[config.mk]
export PLATFORM = sky130hd
export DESIGN_NAME = decoder_n_scan
export DESIGN_NICKNAME = d
export VERILOG_FILES = /design/src/rtl/decoder_n_scan.sv
export SDC_FILE = /design/constraint.sdc
export NUM_CORES = 1
export LEC_CHECK = 0
export CORE_ASPECT_RATIO = 0.7
export CORE_MARGIN = 8
export CORE_UTILIZATION = 40
export CTS_BUF_LIST = sky130_fd_sc_hd__clkbuf_16
export CTS_CLUSTER_DIAMETER = 120
export DETAILED_ROUTE_END_ITERATION = 6
export PLACE_DENSITY = 0.64
export SYNTH_ARGS = -nofsm -noshare
export SYNTH_HDL_FRONTEND = slang
export SYNTH_SLANG_ARGS = --single-unit
[constraint.sdc]
create_clock -name clk -period 1.95 [get_ports clk]
set_input_delay 0.39 -clock clk [delete_from_list [all_inputs] [get_ports clk]]
set_output_delay 0.39 -clock clk [all_outputs]
set_load 0.01 [all_outputs]
[src/rtl/decoder_n_scan.sv]
// decoder_n_scan: registered one-hot / thermometer decoder with an auto-scan
// mode that walks a one-hot output through all 2^N positions, advancing one
// position every DVSR enabled cycles and pulsing tick on each advance.
module decoder_n_scan #(
  parameter int N    = 2,
  parameter int DVSR = 4
) (
  input  logic                 clk,
  input  logic                 reset_n,
  input  logic                 en,
  input  logic [1:0]           mode,
  input  logic [N-1:0]         a,
  output logic [(1<<N)-1:0]    y,
  output logic [N-1:0]         idx,
  output logic                 tick
);

  localparam int W  = 1 << N;
  // A DVSR of 1 still needs a one-bit prescaler so the register exists.
  localparam int PW = (DVSR > 1) ? $clog2(DVSR) : 1;
  localparam logic [PW-1:0] PRESC_MAX = PW'(DVSR - 1);

  typedef enum logic [1:0] {
    MODE_ONEHOT = 2'b00,
    MODE_THERM  = 2'b01,
    MODE_SCAN   = 2'b10,
    MODE_HOLD   = 2'b11
  } mode_e;

  logic [W-1:0]  y_q,     y_d;
  logic [N-1:0]  idx_q,   idx_d;
  logic          tick_q,  tick_d;
  logic [PW-1:0] presc_q, presc_d;
  mode_e         prevMode_q, prevMode_d;
  mode_e         modeIn;
  logic [N-1:0]  idxNext;

  function automatic logic [W-1:0] oneHot(input logic [N-1:0] sel);
    logic [W-1:0] v;
    v = '0;
    v[sel] = 1'b1;
    return v;
  endfunction

  function automatic logic [W-1:0] thermo(input logic [N-1:0] sel);
    logic [W-1:0] v;
    for (int i = 0; i < W; i++) begin
      v[i] = (i <= int'(sel));
    end
    return v;
  endfunction

  assign modeIn  = mode_e'(mode);
  assign idxNext = idx_q + 1'b1;

  // Next-state selection: blanking, decode modes, hold, and scan entry/continue/step.
  always_comb begin
    y_d        = y_q;
    idx_d      = idx_q;
    tick_d     = 1'b0;
    presc_d    = presc_q;
    prevMode_d = modeIn;
    if (!en) begin
      y_d = '0;
    end else begin
      case (modeIn)
        MODE_ONEHOT: begin
          y_d     = oneHot(a);
          idx_d   = a;
          presc_d = '0;
        end
        MODE_THERM: begin
          y_d     = thermo(a);
          idx_d   = a;
          presc_d = '0;
        end
        MODE_SCAN: begin
          if (prevMode_q != MODE_SCAN) begin
            y_d     = oneHot(a);
            idx_d   = a;
            presc_d = '0;
          end else if (presc_q == PRESC_MAX) begin
            y_d     = oneHot(idxNext);
            idx_d   = idxNext;
            presc_d = '0;
            tick_d  = 1'b1;
          end else begin
            y_d     = oneHot(idx_q);
            presc_d = presc_q + 1'b1;
          end
        end
        default: begin
        end
      endcase
    end
  end

  // State and output registers, cleared asynchronously while reset_n is low.
  always_ff @(posedge clk or negedge reset_n) begin
    if (!reset_n) begin
      y_q        <= '0;
      idx_q      <= '0;
      tick_q     <= 1'b0;
      presc_q    <= '0;
      prevMode_q <= MODE_ONEHOT;
    end else begin
      y_q        <= y_d;
      idx_q      <= idx_d;
      tick_q     <= tick_d;
      presc_q    <= presc_d;
      prevMode_q <= prevMode_d;
    end
  end

  assign y    = y_q;
  assign idx  = idx_q;
  assign tick = tick_q;

endmodule

==> results.sh <==
export IMPL_status="complete, no violations"
export IMPL_ff_latch_area_sq_um=275
export IMPL_antenna_found_initial=0
export IMPL_yosysUniqueCellTypes=32
export IMPL_utilization=0.551
export IMPL_clockRootBuffer="clkbuf_16"
export IMPL_clock_latency_ns=0.24
export IMPL_die_area_sq_um=3620
export IMPL_finClkSkew_ns=0.000401
export IMPL_grt_pass1_wl_microns=3170
export IMPL_worstPathArrival_ns=1.81
export IMPL_port_buffers=13
export IMPL_synthCells=78
export IMPL_crit_path_max_fanout=6
export IMPL_grt_max_degree=12
export IMPL_htreeDepth=1
export IMPL_drt_wirelength_per_cell_microns=16.2
export IMPL_diodes=0
export IMPL_grt_pass1_vias=668
export IMPL_cts_inserted_buffers=3
export IMPL_syn_area_sq_um=774
export IMPL_dpl_cell_area_sq_um=935
export IMPL_synth_area_leaders="dfrtp_1 (36%), ha_1 (16%), a21oi_1 (3.2%)"
export IMPL_multi_input_area_sq_um=457
export IMPL_hold_viol_final=0
export IMPL_clk_transition_reported_paths_ns=0.04
export IMPL_fin_crit_sh=0.871
export IMPL_tightest_slew_ns=0.529
export IMPL_rows=13
export IMPL_end_kind="flop"
export IMPL_postCtsSetupRepairBufs=0
export IMPL_layout_commonest_cell="clkdlybuf4s50_1"
export IMPL_min_period_ns=1.70
export IMPL_dp_hpwl_microns=1490
export IMPL_start_util=0.421
export IMPL_num_vias=656
export IMPL_hold_class="in -> async"
export IMPL_drive_gt1_frac=0.125
export IMPL_clock_path_buffers=2
export IMPL_holdBufCountCts=0
export IMPL_drt_pass1_iterations=6
export IMPL_syn_num_nets=95
export IMPL_synth_seq_area_share=0.355
export IMPL_ant_nets=0
export IMPL_area_growth_pct=30.9
export IMPL_cts_tree="built"
export IMPL_p_per_area_nw_per_um2=805
export IMPL_drc=0
export IMPL_cts_resized=0
export IMPL_synth_area_leader_cell="dfrtp_1"
export IMPL_setup_viol=0
export IMPL_reg2regPathDepth=6
export IMPL_ir_drop_mv=0.675
export IMPL_max_cap_violations=0
export IMPL_stdcell_area_sq_um=1010
export IMPL_cp_required_ns=2.06
export IMPL_slew_violations=0
export IMPL_core_sq_um=1840
export IMPL_fillCellCount=171
export IMPL_fin_nets=114
export IMPL_final_setup_tns_ns=0
export IMPL_drt_initial_drc_count=16
export IMPL_fmax_ghz=0.589
export IMPL_clock_sinks=11
export IMPL_layout_common_cells="clkdlybuf4s50_1 (13), dfrtp_1 (11), ha_1 (10)"
export IMPL_gp_congestion=0.808
export IMPL_ys_seq_elements=11
export IMPL_syn_area_per_cell_sq_um=9.93
export IMPL_slew_headroom=0.646
export IMPL_yosysWarnings=0
export IMPL_startpoint_type="primary input"
export IMPL_wl_microns=1920
export IMPL_avgViaCountPerCell=5.56
export IMPL_whs_ns=0.502
export IMPL_die_w_microns=68.6
export IMPL_yosys_area_top_type_share=0.355
export IMPL_regToRegSetupSlack_ns=0.40
export IMPL_p_leak_nw=0.463
export IMPL_track_usage=0.122
export IMPL_grt_overflow_total=0
export IMPL_io_pins=14
export IMPL_worstSetupPathType="in -> reg"
export IMPL_die_y_microns=52.8
export IMPL_rsz0062_at_grt="false"
power breakdown:
| group | total (mW) | internal [mW] | switching, mW | leakage (nW) |
|---|---|---|---|---|
| sequential | 0.264 | 0.247 | 0.0167 | 0.139 |
| combinational | 0.176 | 0.0878 | 0.0881 | 0.281 |
| clock | 0.377 | 0.270 | 0.107 | 0.0423 |
state kept, by name, summed over array words and instances (netlist names):
signal	cells
idx	2
y	4
tick	1
presc_q	2
prevMode_q	2
logic make-up (layout without fill, tap and decap cells):
group / Yosys count / count (layout) / synth area share
AOI/OAI and AO/OA: 29 / 29 / 0.254
adders and majority gates: 10 / 10 / 0.162
buffers and inverters: 7 / 25 / 0.0549
DFF: 11 / 11 / 0.355
muxes: 3 / 3 / 0.0404
and+or+nand+nor: 18 / 18 / 0.134
per-layer routing:
metal  up-vias  track usage  wire [microns]
met3         2       0.0662             124
met1       317        0.138             891
li1        321            -               -
met2        16        0.193             884
met5         -            0               0
met4         0       0.0407              16
path summary, 6_finish.rpt:
path,startpoint,end
worst max-delay path,mode[1],idx[0]
min in group clk,presc_q[1],presc_q[1]
worst min-delay path,reset_n,y[2]
worst min register to register,presc_q[1],presc_q[1]
worst max register to register,idx[0],y[0]
max in group asynchronous,reset_n,idx[1]
cell usage after synthesis, drive strengths merged:
master   count
dfrtp       11
ha          10
o21ai        8
nand2        7
a21oi        5
a31oi        4
inv          4
nand2b       4
buf          3
a22oi        2
mux2i        2
nor2         2
o22a         2
o22ai        2
a211o        1
a22o         1
and3         1
and3b        1
mux2         1
nand3b       1
nor2b        1
nor3         1
o2111ai      1
o21a         1
o31a         1
o31ai        1
metrics by stage:
stage,cells,setup slack (ns),power (mW)
CTS,118,0.257,0.821
floorplan,78,0.538,0.361
finish,118,0.252,0.816
detailed placement,114,0.0101,0.442
global placement,114,0.0450,0.439
global route,118,0.181,0.856
critical path, stage by stage:
cell and delay [ns]:
clkdlybuf4s50_1 0.53, ha_1 0.24, and3b_1 0.32, nand2_2 0.10, o22ai_2 0.14, a22oi_2 0.09
final cells by class:
cell class              count  area share
multi-input cells          60       0.451
flip-flops and latches     11       0.272
clock buffers               3      0.0741
clock inverters             1     0.00370
inverters                   4      0.0148
repair buffers             17       0.158
well taps                  22      0.0272
No activity file was read; power rests on OpenSTA's default activity.
